### src/rtl/sram_port_arbiter.sv
// Two-port round-robin controller for an asynchronous 8-bit SRAM.
// Registered strobes are derived from the next state so each takes its value in the state it belongs to.
`timescale 1ns/1ps
module sram_port_arbiter #(
  parameter int AW       = 8,
  parameter int DW       = 8,
  parameter int WR_PULSE = 2,
  parameter int RD_WAIT  = 2
) (
  input  logic          clk,
  input  logic          rst_n,
  input  logic          req0_valid,
  output logic          req0_ready,
  input  logic          req0_we,
  input  logic [AW-1:0] req0_addr,
  input  logic [DW-1:0] req0_wdata,
  input  logic          req1_valid,
  output logic          req1_ready,
  input  logic          req1_we,
  input  logic [AW-1:0] req1_addr,
  input  logic [DW-1:0] req1_wdata,
  output logic          done0,
  output logic          done1,
  output logic [DW-1:0] rdata,
  output logic          busy,
  output logic          sram_cs_b,
  output logic          sram_we_b,
  output logic          sram_oe_b,
  output logic [AW-1:0] sram_addr,
  output logic [DW-1:0] sram_io_out,
  output logic          sram_io_oe,
  input  logic [DW-1:0] sram_io_in
);

  localparam int MAXP = (WR_PULSE > RD_WAIT) ? WR_PULSE : RD_WAIT;
  localparam int CW   = $clog2(MAXP + 1);

  localparam logic [2:0] IDLE    = 3'd0;
  localparam logic [2:0] SETUP   = 3'd1;
  localparam logic [2:0] WR_LOW  = 3'd2;
  localparam logic [2:0] WR_HOLD = 3'd3;
  localparam logic [2:0] RD_LOW  = 3'd4;
  localparam logic [2:0] RD_END  = 3'd5;

  logic [2:0]    state, nxt;
  logic [CW-1:0] cnt;
  logic          cnt_zero;
  logic          op_we, op_port, last;
  logic          grant0, grant1, acc0, acc1, accept, nxt_we;

  // last=1 means port 1 was granted last, so port 0 is preferred after reset
  assign grant0     = req0_valid & (~req1_valid | last);
  assign grant1     = req1_valid & (~req0_valid | ~last);
  assign req0_ready = (state == IDLE) & grant0;
  assign req1_ready = (state == IDLE) & grant1;
  assign acc0       = req0_valid & req0_ready;
  assign acc1       = req1_valid & req1_ready;
  assign accept     = acc0 | acc1;
  assign nxt_we     = accept ? (acc1 ? req1_we : req0_we) : op_we;
  assign cnt_zero   = (cnt == '0);
  assign busy       = (state != IDLE);

  always_comb begin
    nxt = state;
    case (state)
      IDLE:    if (accept) nxt = SETUP;
      SETUP:   nxt = op_we ? WR_LOW : RD_LOW;
      WR_LOW:  if (cnt_zero) nxt = WR_HOLD;
      WR_HOLD: nxt = IDLE;
      RD_LOW:  if (cnt_zero) nxt = RD_END;
      RD_END:  nxt = IDLE;
      default: nxt = IDLE;
    endcase
  end

  always_ff @(posedge clk) begin
    if (!rst_n) begin
      state       <= IDLE;
      cnt         <= '0;
      op_we       <= 1'b0;
      op_port     <= 1'b0;
      last        <= 1'b1;
      sram_cs_b   <= 1'b1;
      sram_we_b   <= 1'b1;
      sram_oe_b   <= 1'b1;
      sram_io_oe  <= 1'b0;
      sram_addr   <= '0;
      sram_io_out <= '0;
      rdata       <= '0;
      done0       <= 1'b0;
      done1       <= 1'b0;
    end else begin
      state <= nxt;
      if (accept) begin
        op_we     <= nxt_we;
        op_port   <= acc1;
        last      <= acc1;
        sram_addr <= acc1 ? req1_addr : req0_addr;
        if (nxt_we) sram_io_out <= acc1 ? req1_wdata : req0_wdata;
      end
      if (state == SETUP)
        cnt <= op_we ? CW'(WR_PULSE - 1) : CW'(RD_WAIT - 1);
      else if ((state == WR_LOW || state == RD_LOW) && !cnt_zero)
        cnt <= cnt - CW'(1);
      if (state == RD_LOW && cnt_zero) rdata <= sram_io_in;
      // IO is driven only for writes, and never during RD_LOW
      sram_cs_b  <= (nxt == IDLE);
      sram_we_b  <= (nxt != WR_LOW);
      sram_oe_b  <= (nxt != RD_LOW);
      sram_io_oe <= ((nxt == SETUP) & nxt_we) | (nxt == WR_LOW) | (nxt == WR_HOLD);
      done0      <= ((nxt == WR_HOLD) | (nxt == RD_END)) & ~op_port;
      done1      <= ((nxt == WR_HOLD) | (nxt == RD_END)) & op_port;
    end
  end

endmodule

### config.mk
export PLATFORM = sky130hd
export DESIGN_NAME = sram_port_arbiter
export DESIGN_NICKNAME = d
export VERILOG_FILES = /design/src/rtl/sram_port_arbiter.sv
export SDC_FILE = /design/constraint.sdc
export NUM_CORES = 1
export LEC_CHECK = 0
export CAP_MARGIN = 20
export CORE_MARGIN = 2
export CORE_UTILIZATION = 37
export CTS_CLUSTER_DIAMETER = 120
export DETAILED_ROUTE_END_ITERATION = 16
export GPL_TIMING_DRIVEN = 0
export PLACE_DENSITY = 0.76
export SYNTH_ARGS = -nofsm -noshare
export SYNTH_HDL_FRONTEND = slang
export SYNTH_SLANG_ARGS = --single-unit
### constraint.sdc
create_clock -name clk -period 1.5 [get_ports clk]
set_clock_uncertainty 0.2 [all_clocks]
set_input_delay 0.225 -clock clk [delete_from_list [all_inputs] [get_ports clk]]
set_output_delay 0.225 -clock clk [all_outputs]
set_load 0.01 [all_outputs]
==> results.rst, run 1 <==
.. list-table::
   :header-rows: 1

   * - Metric
     - Value
   * - Synth-to-Final Area Change
     - 79.8%
   * - Actual slew at the worst max-slew pin
     - between 0.4 and 0.5 ns
   * - Worst endpoint required time
     - 1.07 ns
   * - Remaining global-route overflow
     - 0
   * - Antenna Nets Post-Route
     - 0
   * - Number of iterations in the first detailed-routing pass
     - 4
   * - Run status
     - complete, but fails checks
   * - Relative slew margins
     - between 60% and 70%
   * - Commonest cells after routing, fill and taps aside
     - 43 x sky130_fd_sc_hd__clkdlybuf4s50_1, 32 x sky130_fd_sc_hd__dfxtp_1, 32 x sky130_fd_sc_hd__dlygate4sd2_1, 22 x sky130_fd_sc_hd__mux2i_1, 16 x sky130_fd_sc_hd__nor2_1
   * - DIE HEIGHT
     - between 70 and 80 um
   * - Largest net degree at the start of global routing
     - 13
   * - Placer congestion estimate
     - slightly below 0.8
   * - Final Critical Period
     - around 1.7 ns
   * - Most common library cell in the layout ignoring fill and taps
     - sky130_fd_sc_hd__clkdlybuf4s50_1
   * - Share of final-layout standard cells stronger than drive strength 1
     - a little under 30%
   * - Worst Hold Slack
     - 0.245 ns
   * - Total Nets Final
     - 324
   * - Crit path DAT
     - between 1 and 1.5 ns
   * - Worst Setup Path Type
     - flip-flop to output port
   * - Number of global-route vias before repair
     - roughly 1,700
   * - Critical path's slowest cell
     - sky130_fd_sc_hd__dfxtp_2
   * - Post-DP HPWL
     - roughly 3.2 mm
   * - Clock transition at the registers of the reported paths
     - 0.08 ns
   * - Number of levels the H-tree was split into
     - 2
   * - Sequential fraction of the synthesis area
     - between 40 and 50%
   * - All-Layer GR Usage
     - between 10% and 20%
   * - Placeable core area
     - about 4400 um2
   * - Utilization after layout
     - between 60% and 70%
   * - Effective utilization at floorplan
     - about 39%
   * - Port Buffers
     - 78
   * - Routed wire length
     - ~4.9 mm
   * - Worst VDD drop
     - roughly 0.00066 V
   * - Number of setup violations in the final report
     - 28
   * - Top achievable clock speed
     - between 0.5 and 0.6 GHz
   * - Inserted Clock Buffers
     - 5
   * - Ratio of routed vias to standard cells
     - 5.03
   * - Number of antenna violations at the first check in global routing
     - 0
   * - Startpoint kind of the worst setup timing path
     - flip-flop
   * - Dominant cells by area after synthesis
     - sky130_fd_sc_hd__dfxtp_1 45%, sky130_fd_sc_hd__mux2i_1 15%, sky130_fd_sc_hd__a211oi_2 6.0%, sky130_fd_sc_hd__a21oi_1 5.7%, sky130_fd_sc_hd__o21ai_0 3.6%
   * - Clock Root Buffer
     - sky130_fd_sc_hd__clkbuf_8
   * - Violations in the final reports
     - negative setup slack
   * - Iteration-0 DRC Markers
     - 47
   * - Max Buffers Root-to-Sink
     - 2
   * - Kind of end point of the critical path
     - output port
   * - Syn_area_per_cell
     - 9.61 um2
   * - Hold-fix buffers at CTS
     - 0
   * - Cell row count
     - 24
   * - Top-area cell type share of the netlist area
     - between 40% and 50%
   * - Top cell type by total area after synthesis
     - sky130_fd_sc_hd__dfxtp_1
   * - Post-synth net total
     - between 200 and 250
   * - Synthesized area
     - 1680 um2
   * - Setup slack of the critical path after layout
     - -0.195 ns
   * - Global-route wire length before repair
     - roughly 8.0 mm
   * - Hold violation count in the final report
     - 0
   * - Static Leak
     - ~0.0013 uW
   * - Setup slack after placement
     - -0.917 ns
   * - Horizontal die dimension
     - slightly above 70 um
   * - Clock tree from TritonCTS
     - yes
   * - Number of synthesized register bits
     - 38
   * - Post-DR wirelength/cell
     - 14.8 um
   * - Count of cell types in the netlist
     - 35
   * - Count of warnings emitted by yosys
     - 0
   * - RSZ-0062 raised after global routing
     - yes
   * - Remaining routing DRC violations
     - 0
   * - Sinks on the clock net
     - 38
   * - Maximum fanout encountered on the critical timing path
     - 2
   * - Largest stage delay on the critical path
     - 0.35 ns
   * - Top-Level Pins
     - around 80
   * - Cell chain of the critical path
     - nor3_4 > clkbuf_8 > and3_4 > buf_6
   * - Number of inserted diodes
     - 0
   * - Synthesized instance count
     - approximately 180
   * - Skew-Pair Late Insertion Delay
     - about 0.29 ns
   * - Number of vias after detailed routing
     - around 1,700
   * - Class of the tightest hold or removal check
     - flip-flop to flip-flop
   * - Ratio of total power to cell area
     - around 1100 nW/um2
   * - Fin crit share
     - 113%
   * - Count of max-cap constraint violations
     - 0
   * - Full die area
     - roughly 5100 um2
   * - Max-slew violation count
     - 0
==> timing repair <==
action | CTS | global route
cloned | 1 | 0
resized for setup | 91 | 22
buffers inserted | 18 | 0
endpoints found under the setup margin | 63 | 35
pin swaps | 11 | 12
==> cells by family after synthesis <==
family | count (synthesis) | synth area share [%]
xor gates and xnor gates | 1 | 0.521
muxes | 25 | 14.9
AOI/OAI and AO/OA | 47 | 19.4
and+or+nand+nor | 45 | 13.5
adders and majority gates | 1 | 0.744
buffers and inverters | 18 | 5.65
DFF | 38 | 45.2
==> state kept, by name, summed over array words and instances, names as in the netlist, 2 cells and up <==
signal	flops
sram_io_out	8
rdata	8
cnt	2
sram_addr	8
state	3
==> Yosys cell counts <==
| library cell | instances |
|---|---|
| sky130_fd_sc_hd__clkbuf_1 | 5 |
| sky130_fd_sc_hd__o2111a_1 | 1 |
| sky130_fd_sc_hd__nor2_1 | 16 |
| sky130_fd_sc_hd__a21boi_0 | 1 |
| sky130_fd_sc_hd__nor4bb_1 | 1 |
| sky130_fd_sc_hd__and3_2 | 1 |
| sky130_fd_sc_hd__dfxtp_1 | 38 |
| sky130_fd_sc_hd__nand2_2 | 1 |
| sky130_fd_sc_hd__inv_1 | 6 |
| sky130_fd_sc_hd__nand2b_1 | 2 |
| sky130_fd_sc_hd__nor2_2 | 1 |
| sky130_fd_sc_hd__nand4_1 | 1 |
| sky130_fd_sc_hd__ha_1 | 1 |
| sky130_fd_sc_hd__nand3_1 | 1 |
| sky130_fd_sc_hd__nor3_2 | 1 |
| sky130_fd_sc_hd__nor3_1 | 4 |
| sky130_fd_sc_hd__a21oi_1 | 19 |
| sky130_fd_sc_hd__o21bai_1 | 2 |
| sky130_fd_sc_hd__nand2_1 | 10 |
| sky130_fd_sc_hd__buf_2 | 4 |
| sky130_fd_sc_hd__a21boi_2 | 1 |
| sky130_fd_sc_hd__a211oi_2 | 8 |
| sky130_fd_sc_hd__o21ai_0 | 12 |
| sky130_fd_sc_hd__o211ai_1 | 1 |
| sky130_fd_sc_hd__a32o_2 | 1 |
| sky130_fd_sc_hd__nand3b_1 | 1 |
| sky130_fd_sc_hd__and3b_1 | 1 |
| sky130_fd_sc_hd__or2b_1 | 1 |
| sky130_fd_sc_hd__nor2b_1 | 1 |
| sky130_fd_sc_hd__and2_4 | 1 |
| sky130_fd_sc_hd__xnor2_1 | 1 |
| sky130_fd_sc_hd__a211oi_1 | 1 |
| sky130_fd_sc_hd__buf_6 | 3 |
| sky130_fd_sc_hd__or4_1 | 1 |
| sky130_fd_sc_hd__mux2i_1 | 25 |
==> final timing paths <==
path                                     end  depth (start not counted)  slack, ns      from
worst max-delay path              req0_ready                          4      -0.20  state[2]
worst min-delay path                   done0                          1       0.25   op_port
worst max register to register  sram_addr[4]                          7      -0.14  state[2]
worst min register to register         done0                          1       0.25   op_port
==> cell type report <==
class                   count  area, um2
plain buffers              10       85.1
well taps                  52       65.1
clock inverters             2       12.5
fillers                   316       1330
inverters                   6       27.5
multi-input cells         119       1020
flip-flops and latches     38        771
repair buffers             97        958
clock buffers               6       82.6
==> power by group <==
| part | switching (uW) | internal [uW] | leakage (uW) |
|---|---|---|---|
| sequential | 88.6 | 1150 | 0.000314 |
| clock | 364 | 369 | 0.0000472 |
| combinational | 636 | 750 | 0.000935 |
| total | 1090 | 2270 | 0.00130 |
==> critical path: cells and delay by family, from the launching register on <==
family | cells | cell delay [ns]
simple gates | 2 | 0.38
flops | 1 | 0.35
buf+inv | 2 | 0.25
==> per-stage QoR <==
stage          instance area (um2)  total power [uW]  std cells  TNS (ns)
4_1_cts                       2920              3240        330     -2.02
3_3_place_gp                  2560              2260        305    -15.09
2_1_floorplan                 1720              1810        175    -0.930
5_1_grt                       3020              3550        330     -4.35
3_5_place_dp                  2560              2280        305    -15.28
6_report                      3020              3360        330     -1.98
==> per-layer routing <==
layer  vias to the layer above  part of all wire (%)  GRT usage (%)
li1                        824                     -              -
met1                       782                    39           22.0
met2                        51                    53           36.2
met3                         2                   6.8           6.05
met4                         0                  0.55           6.29
met5                         -                     0              0
Power figures use the tool's default switching activity.
==> run 2: changes to the inputs <==
--- a/config.mk
+++ b/config.mk
@@ -7,11 +7,11 @@
 export LEC_CHECK = 0
 export CAP_MARGIN = 20
 export CORE_MARGIN = 2
-export CORE_UTILIZATION = 37
+export CORE_UTILIZATION = 41
 export CTS_CLUSTER_DIAMETER = 120
 export DETAILED_ROUTE_END_ITERATION = 16
 export GPL_TIMING_DRIVEN = 0
-export PLACE_DENSITY = 0.76
+export PLACE_DENSITY = 0.8
 export SYNTH_ARGS = -nofsm -noshare
 export SYNTH_HDL_FRONTEND = slang
 export SYNTH_SLANG_ARGS = --single-unit
==> constraint.sdc (replaced) <==
create_clock -name clk -period 1.7 [get_ports clk]
set_clock_uncertainty 0.2 [all_clocks]
set_input_delay 0.255 -clock clk [delete_from_list [all_inputs] [get_ports clk]]
set_output_delay 0.255 -clock clk [all_outputs]
set_load 0.01 [all_outputs]
==> results.rst, run 2 (synthesized netlist as in run 1, its figures left out) <==
.. list-table::
   :header-rows: 1

   * - Metric
     - Value
   * - Kind of end point of the critical path
     - output port
   * - Largest net degree at the start of global routing
     - 14 (+1)
   * - DIE HEIGHT
     - 68.0 um (-4.7%)
   * - Termination of the worst setup path
     - req0_ready
   * - Top-Level Pins
     - 79 (unchanged)
   * - Number of setup violations in the final report
     - 1 (-96%)
   * - RSZ-0062 raised after global routing
     - yes
   * - Fin crit share
     - 102%
   * - Ratio of routed vias to standard cells
     - 5.07 (+0.87%)
   * - Port Buffers
     - 78 (unchanged)
   * - Ratio of total power to cell area
     - 1080 nW/um2 (-2.7%)
   * - Number of vias after detailed routing
     - 1,638 (-1.3%)
   * - Startpoint kind of the worst setup timing path
     - flip-flop
   * - Number of levels the H-tree was split into
     - 2 (unchanged)
   * - All-Layer GR Usage
     - 20.6% (+0.76 points)
   * - Iteration-0 DRC Markers
     - 76 (+62%)
   * - Violations in the final reports
     - negative setup slack
   * - Worst VDD drop
     - 0.000780 V (+18%)
   * - Antenna Nets Post-Route
     - 0 (unchanged)
   * - Top achievable clock speed
     - ~0.58 GHz
   * - Startpoint of the worst-slack reg-to-reg timing path
     - state[1]
   * - Start point of the critical path
     - state[1]
   * - Fill cell total of the finished layout
     - 319 (+0.95%)
   * - Busiest grt layer
     - met2
   * - Clock Root Buffer
     - sky130_fd_sc_hd__clkbuf_8
   * - Number of iterations in the first detailed-routing pass
     - 4 (unchanged)
   * - Fin cells
     - 323 (-2.1%)
   * - Worst endpoint required time
     - 1.24 ns (+0.17 ns)
   * - Static Leak
     - 0.00112 uW (-14%)
   * - Commonest cells after routing, fill and taps aside
     - 73 x sky130_fd_sc_hd__clkdlybuf4s50_1, 33 x sky130_fd_sc_hd__dfxtp_1, 25 x sky130_fd_sc_hd__mux2i_1, 19 x sky130_fd_sc_hd__a21oi_1, 16 x sky130_fd_sc_hd__nor2_1
   * - Clock transition at the registers of the reported paths
     - 0.08 ns (about the same)
   * - Final Critical Period
     - 1.74 ns
   * - Hold violation count in the final report
     - 0 (unchanged)
   * - Remaining global-route overflow
     - 0 (unchanged)
   * - Post-DR wirelength/cell
     - 14.9 um (+0.39%)
   * - Crit path DAT
     - 1.28 ns (about the same)
   * - Placeable core area
     - 3970 um2 (-8.8%)
   * - Worst Hold Slack
     - 0.233 ns (-0.0118 ns)
   * - Post-DP HPWL
     - 3.16 mm (+0.16%)
   * - Max Buffers Root-to-Sink
     - 2 (unchanged)
   * - Placed Cells incl. Taps
     - 303 (-0.66%)
   * - Inserted Clock Buffers
     - 5 (unchanged)
   * - Number of antenna violations at the first check in global routing
     - 0 (unchanged)
   * - Met1 routing resource usage after global routing
     - 25.2% (+3.2 points)
   * - Placed cell area
     - 2520 um2 (-1.5%)
   * - Number of global-route vias before repair
     - 1,557 (-8.7%)
   * - Global-route wire length before repair
     - 7.16 mm (-11%)
   * - Actual slew at the worst max-slew pin
     - 0.674 ns (+0.213 ns)
   * - Worst flop-to-flop path endpoint
     - state[0]
   * - Sinks on the clock net
     - 38 (unchanged)
   * - Worst-case register-to-register setup slack
     - 0.06 ns (+0.20 ns)
   * - Relative slew margins
     - 55.1% (-14 points)
   * - Most common library cell in the layout ignoring fill and taps
     - sky130_fd_sc_hd__clkdlybuf4s50_1
   * - Met2 Usage GRT
     - 35.9% (-0.29 points)
   * - Remaining routing DRC violations
     - 0 (unchanged)
   * - Max-slew violation count
     - 0 (unchanged)
   * - Final instance area
     - 2870 um2 (-5.3%)
   * - Total Nets Final
     - 319 (-1.5%)
   * - Clock tree from TritonCTS
     - yes
   * - Setup slack of the critical path after layout
     - -0.0355 ns (+0.160 ns)
   * - Number of inserted diodes
     - 0 (unchanged)
   * - Logic depth of the worst register-to-register path
     - 6 (-1)
   * - Met3 track demand over resource
     - 3.45% (-2.6 points)
   * - Count of max-cap constraint violations
     - 0 (unchanged)
   * - Maximum fanout encountered on the critical timing path
     - 2 (unchanged)
   * - Full die area
     - 4630 um2 (-9.2%)
   * - Horizontal die dimension
     - 68.0 um (-4.7%)
   * - Worst Setup Path Type
     - flip-flop to output port
   * - Placer congestion estimate
     - 0.712 (-7.3%)
   * - Skew-Pair Late Insertion Delay
     - 0.29 ns (about the same)
   * - Routed wire length
     - 4.80 mm (-1.7%)
   * - Largest registers
     - rdata (8), sram_addr (8), sram_io_out (8)
   * - Run status
     - complete, but fails checks
   * - Cell row count
     - 23 (-4.2%)
   * - Synth-to-Final Area Change
     - 70.4%
   * - Share of final-layout standard cells stronger than drive strength 1
     - 21.6% (-7.9 points)
   * - Class of the tightest hold or removal check
     - primary input to flip-flop
   * - Effective utilization at floorplan
     - 42.3% (+3.7 points)
## run 2: cell count changes in the layout (fill, tap and decap cells not counted), moves of 2 or more
cell	previous run	this run
sky130_fd_sc_hd__a21oi_1	10	19
sky130_fd_sc_hd__a21oi_2	3	0
sky130_fd_sc_hd__a21oi_4	6	0
sky130_fd_sc_hd__buf_12	2	0
sky130_fd_sc_hd__buf_6	12	7
sky130_fd_sc_hd__bufinv_16	0	2
sky130_fd_sc_hd__clkbuf_1	1	4
sky130_fd_sc_hd__clkdlybuf4s50_1	43	73
sky130_fd_sc_hd__clkinv_4	0	2
sky130_fd_sc_hd__dlygate4sd2_1	32	1
sky130_fd_sc_hd__mux2i_1	22	25
sky130_fd_sc_hd__mux2i_2	3	0
sky130_fd_sc_hd__o21ai_0	9	12
sky130_fd_sc_hd__o21ai_1	3	0
## run 2: layout make-up
type	count	area [um2]	share of cell area, %
inverter	6	32.5	1.14
multi-input combinational	120	901	31.4
tap	50	62.6	2.18
timing repair buffer	91	887	31.0
sequential	38	767	26.8
buffer	10	77.6	2.71
clock buffer	5	68.8	2.40
clock inverter	3	68.8	2.40
## run 2: critical path, cell delays in order, from the launching register on
cell and delay [ns]:
sky130_fd_sc_hd__dfxtp_2 0.34, sky130_fd_sc_hd__nor3_4 0.22, sky130_fd_sc_hd__clkbuf_8 0.17, sky130_fd_sc_hd__and3_4 0.17, sky130_fd_sc_hd__buf_6 0.09
## run 2: per-stage QoR
step	setup WS [ns]	utilization, %	TNS (ns)	power [uW]
2_1_floorplan	0.0629	-	0	1560
3_3_place_gp	-0.746	63.6	-9.50	1950
3_5_place_dp	-0.753	63.6	-9.60	1970
4_1_cts	-0.0382	69.6	-0.0382	2970
5_1_grt	-0.112	72.1	-0.436	3250
6_report	-0.0355	72.1	-0.0355	3090
## run 2: routing by layer
layer  part of all wire (%)  vias to the layer above
li1                       -                      811
met1                     42                      777
met2                     51                       37
met3                    3.9                       13
met4                    2.9                        0
met5                      0                        -
## run 2: worst min-delay path by stage
stage | start | end | cells after the start
floorplan | rst_n | sram_addr[3] | 2
global placement | op_port | done0 | 1
detailed placement | op_port | done1 | 2
CTS | op_port | done1 | 2
global route | req0_valid | last | 4
finish | req0_valid | last | 4
## run 2: repair_timing
action | in CTS | in global routing
endpoints found under the setup margin | 29 | 28
buffers inserted | 7 | 6
gates cloned | 0 | 1
hold buffers | 0 | 0
gates resized for setup | 35 | 21
pin swaps | 4 | 7
## run 2: power breakdown
| part | internal [uW] | switching, uW |
|---|---|---|
| Sequential | 1010 | 72.3 |
| Combinational | 606 | 485 |
| Clock | 588 | 329 |
| Total | 2210 | 886 |
